[src/rtl/npu_sigmoid_unit.sv]
// -----------------------------------------------------------------------------
// npu_sigmoid_unit
//
// Activation stage at the tail of the NPU neuron chain. A 48-bit signed
// accumulator is rescaled to Q8.8 and saturated (stage 1). A piecewise-linear
// sigmoid is then applied (stage 2), and the 16-bit result is buffered in a
// first-word-fall-through FIFO behind a valid/ready handshake.
//
// A credit counter covers both pipeline stages plus the FIFO. An accepted word
// therefore always has a FIFO slot waiting for it, and stage 2 can write
// unconditionally.
//
// Optional feature (compile-time macro NPU_SIG_LINEAR_BYPASS_EN):
//   Adds input npu_sig_bypass. It travels with each accepted word. When set,
//   stage 2 emits the saturated Q8.8 value in place of the sigmoid.
//
// Parameters:
//   FIFO_DEPTH  output FIFO entries (power of 2, >= 2)
//   FRAC_BITS   fractional bits of PE data; the accumulator carries 2x this
//
// Ports:
//   CLK                 100 MHz clock
//   npu_rst_n           synchronous active-low reset
//   npu_sig_acc_valid   accumulator word presented
//   npu_sig_acc_in      signed 48-bit accumulator
//   npu_sig_acc_ready   unit can accept a word this cycle
//   npu_sig_out_valid   FIFO head valid
//   npu_sig_out_data    activation, unsigned Q8.8 (0x0000..0x0100)
//   npu_sig_out_ready   consumer takes the head this cycle
//   npu_sig_fifo_count  FIFO occupancy
//   npu_sig_overflow    sticky: word offered while not ready (word is dropped)
// -----------------------------------------------------------------------------
module npu_sigmoid_unit #(
  parameter int FIFO_DEPTH = 4,
  parameter int FRAC_BITS  = 8
) (
  input  logic                        CLK,
  input  logic                        npu_rst_n,
  input  logic                        npu_sig_acc_valid,
  input  logic signed [47:0]          npu_sig_acc_in,
`ifdef NPU_SIG_LINEAR_BYPASS_EN
  input  logic                        npu_sig_bypass,
`endif
  output logic                        npu_sig_acc_ready,
  output logic                        npu_sig_out_valid,
  output logic [15:0]                 npu_sig_out_data,
  input  logic                        npu_sig_out_ready,
  output logic [$clog2(FIFO_DEPTH):0] npu_sig_fifo_count,
  output logic                        npu_sig_overflow
);

  localparam int PTR_W = $clog2(FIFO_DEPTH);
  localparam int CNT_W = PTR_W + 1;

  localparam logic [CNT_W-1:0] DEPTH_C = CNT_W'(FIFO_DEPTH);
  localparam logic [CNT_W-1:0] CNT_ONE = CNT_W'(1);
  localparam logic [PTR_W-1:0] PTR_ONE = PTR_W'(1);

  // Symmetric saturation: -32768 is excluded so |v| always fits in 15 bits.
  localparam logic signed [47:0] SAT_MAX = 48'sd32767;
  localparam logic signed [47:0] SAT_MIN = -48'sd32767;

  // Control state
  logic [CNT_W-1:0] credits;
  logic [CNT_W-1:0] fifo_cnt;
  logic [PTR_W-1:0] wr_ptr;
  logic [PTR_W-1:0] rd_ptr;
  logic             s1_valid;
  logic             s2_valid;
  logic             overflow_q;

  // Datapath state
  logic signed [15:0] s1_v;
  logic [15:0]        s2_data;
  logic [15:0]        fifo_mem [FIFO_DEPTH];
`ifdef NPU_SIG_LINEAR_BYPASS_EN
  logic               s1_bypass;
`endif

  // Combinational nets
  logic               accept;
  logic               pop;
  logic signed [47:0] acc_shift;
  logic signed [15:0] sat_v;
  logic [15:0]        mag;
  logic [15:0]        sig_y;
  logic [15:0]        s2_next;

  // Ready depends only on the reset input and the credit register. There is
  // no path from out_ready, so the upstream timing path stays short.
  assign npu_sig_acc_ready  = npu_rst_n & (credits < DEPTH_C);
  assign npu_sig_out_valid  = (fifo_cnt != '0);
  assign npu_sig_fifo_count = fifo_cnt;
  assign npu_sig_overflow   = overflow_q;

  assign accept = npu_sig_acc_valid & npu_sig_acc_ready;
  assign pop    = npu_sig_out_valid & npu_sig_out_ready;

  // FIFO storage is not reset. Zero the data bus while the FIFO is empty so
  // that every output reads 0 out of reset.
  assign npu_sig_out_data = npu_sig_out_valid ? fifo_mem[rd_ptr] : 16'd0;

  // Stage 1: rescale to Q8.8 and saturate.
  // NOTE: every always_comb output gets a value on every path (here via a
  // full if/else chain). A missing branch would infer a latch.
  always_comb begin
    acc_shift = npu_sig_acc_in >>> FRAC_BITS;
    if (acc_shift > SAT_MAX) begin
      sat_v = 16'sd32767;
    end else if (acc_shift < SAT_MIN) begin
      sat_v = -16'sd32767;
    end else begin
      sat_v = acc_shift[15:0];
    end
  end

  // Stage 2: piecewise-linear sigmoid on |v|, then mirrored about 0.5
  // (256 - y) for negative inputs.
  always_comb begin
    mag = s1_v[15] ? 16'(-s1_v) : 16'(s1_v);
    if (mag >= 16'd1280) begin
      sig_y = 16'd256;
    end else if (mag >= 16'd608) begin
      sig_y = (mag >> 5) + 16'd216;
    end else if (mag >= 16'd256) begin
      sig_y = (mag >> 3) + 16'd160;
    end else begin
      sig_y = (mag >> 2) + 16'd128;
    end
    s2_next = s1_v[15] ? (16'd256 - sig_y) : sig_y;
`ifdef NPU_SIG_LINEAR_BYPASS_EN
    if (s1_bypass) begin
      s2_next = s1_v;
    end
`endif
  end

  // Control path: synchronous active-low reset flushes both stages and the FIFO.
  // NOTE: sequential state uses non-blocking assignments. Every register then
  // samples pre-edge values, whatever order the statements are written in.
  always_ff @(posedge CLK) begin
    if (!npu_rst_n) begin
      credits    <= '0;
      fifo_cnt   <= '0;
      wr_ptr     <= '0;
      rd_ptr     <= '0;
      s1_valid   <= 1'b0;
      s2_valid   <= 1'b0;
      overflow_q <= 1'b0;
    end else begin
      s1_valid <= accept;
      s2_valid <= s1_valid;

      if (npu_sig_acc_valid && !npu_sig_acc_ready) begin
        overflow_q <= 1'b1;
      end

      case ({accept, pop})
        2'b10:   credits <= credits + CNT_ONE;
        2'b01:   credits <= credits - CNT_ONE;
        default: ;
      endcase

      // Pointers wrap naturally because FIFO_DEPTH is a power of 2.
      if (s2_valid) begin
        wr_ptr <= wr_ptr + PTR_ONE;
      end
      if (pop) begin
        rd_ptr <= rd_ptr + PTR_ONE;
      end

      case ({s2_valid, pop})
        2'b10:   fifo_cnt <= fifo_cnt + CNT_ONE;
        2'b01:   fifo_cnt <= fifo_cnt - CNT_ONE;
        default: ;
      endcase
    end
  end

  // Datapath: qualified by the valids above, so no reset is needed.
  // NOTE: the data registers and FIFO array are deliberately not reset. Stale
  // contents are never observable, because the valid flags, pointers and
  // count are reset and the output data is gated by out_valid.
  always_ff @(posedge CLK) begin
    if (accept) begin
      s1_v <= sat_v;
`ifdef NPU_SIG_LINEAR_BYPASS_EN
      s1_bypass <= npu_sig_bypass;
`endif
    end
    if (s1_valid) begin
      s2_data <= s2_next;
    end
    if (s2_valid) begin
      fifo_mem[wr_ptr] <= s2_data;
    end
  end

endmodule

[config.mk]
export PLATFORM = sky130hd
export DESIGN_NAME = npu_sigmoid_unit
export DESIGN_NICKNAME = d
export VERILOG_FILES = /design/src/rtl/npu_sigmoid_unit.sv
export SDC_FILE = /design/constraint.sdc
export NUM_CORES = 1
export LEC_CHECK = 0
export BUFFER_PORTS_ARGS = -buffer_cell sky130_fd_sc_hd__buf_4
export CORE_UTILIZATION = 25
export CTS_BUF_LIST = sky130_fd_sc_hd__clkbuf_8
export CTS_CLUSTER_SIZE = 28
export DETAILED_ROUTE_END_ITERATION = 8
export MAX_ROUTING_LAYER = met4
export PLACE_DENSITY_LB_ADDON = 0.2
export SYNTH_ARGS = -nofsm -noshare
export SYNTH_HDL_FRONTEND = slang
export SYNTH_SLANG_ARGS = --single-unit
[constraint.sdc]
create_clock -name CLK -period 5.15 [get_ports CLK]
set_input_delay 0.2575 -clock CLK [delete_from_list [all_inputs] [get_ports CLK]]
set_output_delay 0.2575 -clock CLK [all_outputs]
set_load 0.03 [all_outputs]
### Yosys cells after proc, flatten, opt, wreduce, memory -nomap -nowiden

Memory sizes are Yosys's and may differ from the RTL's. A register that Yosys moved wholly into a read port is not among the register bits.
Index checks and enable logic that the tools add are counted.

| word-level totals | value |
|---|---|
| memory bits (read-only) | 0 |
| input bits | 52 |
| bits in latches | 0 |
| memories | 1 |
| register bits after elaboration | 45 |
| bits in writable memories | 64 |

| operators by class | value |
|---|---|
| add/sub/neg operators | 11 |
| bitwise operators | 3 |
| reductions and logical operators | 6 |
| shifts and indexed selects | 0 |
| div/mod/pow operators | 0 |
| order comparisons | 6 |
| muxes and demuxes | 13 |
| $mul | 0 |
| equal/unequal tests | 4 |

Memories:

| name | words | width | rd ports | clocked after Yosys merged registers in | write ports | line | RTL |
|---|---|---|---|---|---|---|---|
| fifo_mem | 4 | 16 | 1 | 1 | 1 | 75 | `logic [15:0] fifo_mem [FIFO_DEPTH];` |

Operator list:

| cell | count |
|---|---|
| 16-bit 2-to-1 mux | 5 |
| 40-bit by 16-bit > comparator with 1-bit output, second input constant | 1 |
| 40-bit by 16-bit < comparator with 1-bit output, second input constant | 1 |
| 15-bit 2-to-1 mux | 2 |
| 16-bit by 10-bit greater-or-equal comparator with 1-bit output, second input constant | 1 |
| 16-bit by 11-bit greater-or-equal comparator with 1-bit output, second input constant | 1 |
| 16-bit by 9-bit greater-or-equal comparator with 1-bit output, second input constant | 1 |
| 16-bit negation | 1 |
| 9-bit by 16-bit subtractor with 16-bit output, first input constant | 1 |
| 14-bit by 8-bit adder with 15-bit output, second input constant | 1 |
| 13-bit by 8-bit adder with 14-bit output, second input constant | 1 |
| 11-bit by 8-bit adder with 12-bit output, second input constant | 1 |
| 3-bit one-hot mux with 2 select lines | 2 |
| 3-bit by 1-bit adder with 3-bit output, second input constant | 2 |
| 3-bit by 1-bit subtractor with 3-bit output, second input constant | 2 |
| 2-bit by 1-bit adder with 2-bit output, second input constant | 2 |
| 2-bit by 1-bit equality test with 1-bit output, second input constant | 2 |
| 2-bit equality test, second input constant | 2 |
| 2-bit 2-to-1 mux | 2 |
| 2-bit nonzero test | 2 |
| 1-bit AND | 3 |
| 3-bit < comparator, second input constant | 1 |
| 3-bit nonzero test | 1 |
| 1-bit 2-to-1 mux | 2 |
| other kinds (3) | 3 |

### Longest topological paths before layout

| depth | value |
|---|---|
| depth after elaboration | 8 |
| gate-level depth with buffers | 15 |

### Worst setup path before layout

Ideal clock, no wire load.

| timing path | value |
|---|---|
| path kind | reg2reg |
| start | register s1_v[1] |
| end | register s2_data[6], data pin |
| stages on the path, launching flop included | 15 |
| buffers on the path | 1 |
| arrival time | 3.106 ns |
| slack | 1.778 ns |
| cell sequence | edfxtp_1 -> inv_1 -> ha_1 -> or4b_4 -> nor4_2 -> mux2i_1 -> o22a_1 -> buf_2 -> nor3b_1 -> o21ai_0 -> nand2_1 -> ha_1 -> o2111ai_1 -> o31ai_2 -> xor2_1 |

| on the way | value |
|---|---|
| longest elaborated chain between the ends | 8 |
| elaborated cells on any way between the ends | 13 |

RTL lines:

| what | line | RTL |
|---|---|---|
| start: declaration | 73 | `logic signed [15:0] s1_v;` |
| start signal: assignment | 186 | `s1_v <= sat_v;` |
| 16-bit negation | 120 | `mag = s1_v[15] ? 16'(-s1_v) : 16'(s1_v);` |
| 16-bit 2-to-1 mux * | 120 |  |
| 14-bit by 8-bit adder with 15-bit output, or another cell as far along | 128 | `sig_y = (mag >> 2) + 16'd128;` |
| 15-bit 2-to-1 mux | 125 | `end else if (mag >= 16'd256) begin` |
| 15-bit 2-to-1 mux | 123 | `end else if (mag >= 16'd608) begin` |
| 16-bit 2-to-1 mux * | 121 | `if (mag >= 16'd1280) begin` |
| 9-bit by 16-bit subtractor with 16-bit output | 130 | `s2_next = s1_v[15] ? (16'd256 - sig_y) : sig_y;` |
| 16-bit 2-to-1 mux * | 130 |  |
| named net s2_next[6] | 87 | `logic [15:0] s2_next;` |
| end signal: assignment | 192 | `s2_data <= s2_next;` |
| end: declaration | 74 | `logic [15:0] s2_data;` |

The timed path passes the listed nets; every way through them passes the cells marked *.
A chain may end at the register's enable or synchronous reset.

### Worst setup path after layout

Same ends and word-level chain as after synthesis.

==> impl_metrics.csv <==
group,metric,value,unit
synth,synth-edff-count,96,
critical_path,reg2reg_depth,13,
timing,fin_crit_sh,0.746,
synth,ys_seq_area_frac,0.611,
global_routing,grt_pass1_vias,3311,
power_and_ir_drop,p_sw,764,uW
placed_design,dpl.hpwl,7040,um
power_and_ir_drop,pwr_density_cell,366,mW/mm^2
placed_design,numPortBuffers,65,
outcome,status,"complete, no violations",
critical_path,critical_path.slowest_cell,"or4b_4",
synth,yosysMostFrequentCell,"edfxtp_1",
synth,ys_ff_latch,111,
route,dr.first_iter.drc_count,135,
placed_design,gp_congestion,0.765,
finish,drive_above_1_share,0.232,
critical_path,slowest_delay,0.52,ns
route,detail-route-antenna-nets,0,
clock_tree,cts_tree,"yes",
critical_path,crit_type,"register to register",
clock_tree,hold_buffers,0,
route,drc_errors,0,
job,drv_cap,0,
timing,relSlewSlack,0.370,
timing,fmax,260,MHz
critical_path,path_cells,"inv_1 -> ha_1 -> or4b_4 -> nor4_2 -> mux2i_1 -> o22a_1 -> nor3b_1 -> o21ai_0 -> nand2_1 -> ha_1 -> o2111ai_1 -> o31ai_2 -> xor2_1",
global_routing,track_usage,0.103,
clock_tree,cts.reportedPaths.clkPinSlew,0.12,ns
clock_tree,clock_path_buffers,2,
clock_tree,cts_sinks,111,
min_path,worstHoldPathCells,1,
power_and_ir_drop,p_total,2270,uW
critical_path,cp_max_fo,10,
critical_path,cp.required,5.30,ns
synth,synth_warnings,0,
route,wl_per_cell,13.8,um
finish,diodes,0,
timing,fin_crit,3.84,ns
clock_tree,htreeDepth,3,
global_routing,grt.overflow.total,0,
clock_tree,cts_buffers,9,
floorplanning,die_height,146,um
critical_path,cpMostUsedCell,"ha_1",
global_routing,grt_max_degree,24,
floorplanning,core,0.0204,sq mm
floorplanning,num_rows,52,
synth,yosysTopAreaCell,"edfxtp_1",
synth,synth_cells,392,
route,firstDrtPassIters,4,
floorplanning,fp.dieW,146,um
timing,finalClockSkew,0.0159,ns
clock_tree,cts_resized,0,
synth,synth-main-ff-cell,"edfxtp_1",
route,drt_wl_total,10100,um
power_and_ir_drop,intPower,1510,uW
floorplanning,initial_core_util,0.256,
clock_tree,ctsRootBufferMaster,"clkbuf_8",
route,avgViaCountPerCell,4.40,
synth,netlist_top_cells_area,"edfxtp_1 (55%), mux4_2 (6.9%), dfxtp_1 (5.8%), and2_1 (3.5%), nand2_1 (3.2%)",
floorplanning,dieArea,0.0214,sq mm
clock_tree,post_cts_buffers,0,
floorplanning,io_pins,74,
critical_path,end_kind,"register",
power_and_ir_drop,p_seq_frac,0.474,
critical_path,critPathArrivalTime,3.99,ns
timing,worst_pin_slew,0.945,ns
timing,hold_violations,0,
power_and_ir_drop,power_frac_clock,0.236,
synth,synth_top_cell_area_share,0.553,
synth,synthTopCellsByCount,"edfxtp_1 (96), nand2_1 (44), and2_1 (29), inv_1 (16), mux4_2 (16)",
synth,synth.distinct_cells,54,
power_and_ir_drop,ir_worst_vdd,104,uV
power_and_ir_drop,p_sw_frac,0.336,
synth,async_flop_share,0,
finish,area_delta_synth_final,19.3,%
timing,setup_tns,0,ns
critical_path,cp-start-kind,"register",
synth,post_synth_instance_area,0.00521,sq mm
finish,final_util,0.305,
power_and_ir_drop,p_leak,0.00212,uW
power_and_ir_drop,p_comb_frac,0.289,
clock_tree,clk_latency,0.40,ns
global_routing,antenna_found_initial,0,
route,num_vias,3219,
timing,setup_viol,0,
synth,syn_avg_cell_area,13.3,sq um
min_path,hp-class,"input pin to register",
global_routing,grt_pass1_wl,16500,um
finish,nets,519,
timing,rsz0062_at_grt,"false",
timing,slew_viol_final,0,
## worst max-delay path: cells and delay by family (launching register included)
| family | cells | cell delay (ns) |
|---|---|---|
| fa+ha+maj | 2 | 0.48 |
| mux | 1 | 0.22 |
| compound gates | 4 | 1.02 |
| flops | 1 | 0.41 |
| xor+xnor | 1 | 0.10 |
| buf+inv | 1 | 0.10 |
| simple gates | 4 | 1.28 |
## per-layer routing
metal / part of all wire / wire length [um] / track usage / up-vias
li1: - / - / - / 1595
met1: 0.45 / 4540 / 0.120 / 1527
met2: 0.49 / 5000 / 0.170 / 80
met3: 0.037 / 378 / 0.0219 / 17
met4: 0.019 / 195 / 0.0474 / 0
met5: 0 / 0 / - / -
## sequential cells by signal (all words and copies together), names as in the netlist, 2 cells and up, named ones only
signal	count
s1_v	16
npu_sig_fifo_count	3
fifo_mem	64
wr_ptr	2
rd_ptr	2
s2_data	16
credits	3
## cell usage in the layout, fill, tap and decap left out, drive strengths merged, types with 3 or more instances in the layout
| master | n |
|---|---|
| nor2b | 6 |
| nand3 | 7 |
| xnor2 | 13 |
| conb | 4 |
| mux4 | 16 |
| dfxtp | 15 |
| xor2 | 11 |
| ha | 8 |
| clkbuf | 9 |
| edfxtp | 96 |
| or3 | 7 |
| a21boi | 3 |
| nor3 | 6 |
| nand2 | 44 |
| nor4 | 14 |
| and2 | 29 |
| nand4 | 9 |
| inv | 19 |
| o21ai | 17 |
| a21oi | 6 |
| buf | 66 |
| clkinv | 4 |
| mux2i | 6 |
| nor2 | 12 |
## power groups by stage
stage                     Clock [uW]  Combinational [uW]  Sequential (uW)
after floorplan                    0                 448             1100
after global placement             0                 666             1100
after detailed placement           0                 678             1100
after CTS                        568                 679             1080
after global routing             602                 720             1090
final                            538                 658             1080
## through the flow
stage / hold WS [ns] / setup slack, ns / area, sq um / instances
CTS: 0.0295 / 1.28 / 6210 / 732
global placement: 0.475 / 1.31 / 6000 / 716
global route: 0.0377 / 0.936 / 6210 / 732
detailed placement: 0.470 / 1.27 / 6000 / 716
floorplan: 0.386 / 1.78 / 5220 / 395
finish: 0.0626 / 1.31 / 6210 / 732
## cell type report
type	instances	area [sq um]
inverters	16	60.1
clock buffers	9	124
clock inverters	7	93.8
fillers	2041	14100
well taps	270	338
multi-input cells	253	1920
flip-flops and latches	111	3180
repair buffers	66	495
## cell families (layout without fill, tap and decap cells)
logic type | count (synthesis) | after routing | share of synthesized area
AOI/OAI and AO/OA | 48 | 48 | 0.0663
and+or+nand+nor | 145 | 145 | 0.150
xor gates and xnor gates | 24 | 24 | 0.0418
other | 1 | 4 | 0.000720
adders and majority gates | 10 | 10 | 0.0269
muxes | 22 | 22 | 0.0807
buffers and inverters | 31 | 98 | 0.0228
DFF | 111 | 111 | 0.611
## final timing paths
path              slack (ns)               start          endpoint
setup / recovery        1.31             s1_v[1]        s2_data[6]
hold / removal          0.06  npu_sig_acc_in[47]          s1_v[15]
setup reg to reg        1.31             s1_v[1]        s2_data[6]
hold reg to reg         0.51    npu_sig_overflow  npu_sig_overflow
(Power assumes the default switching activity.)
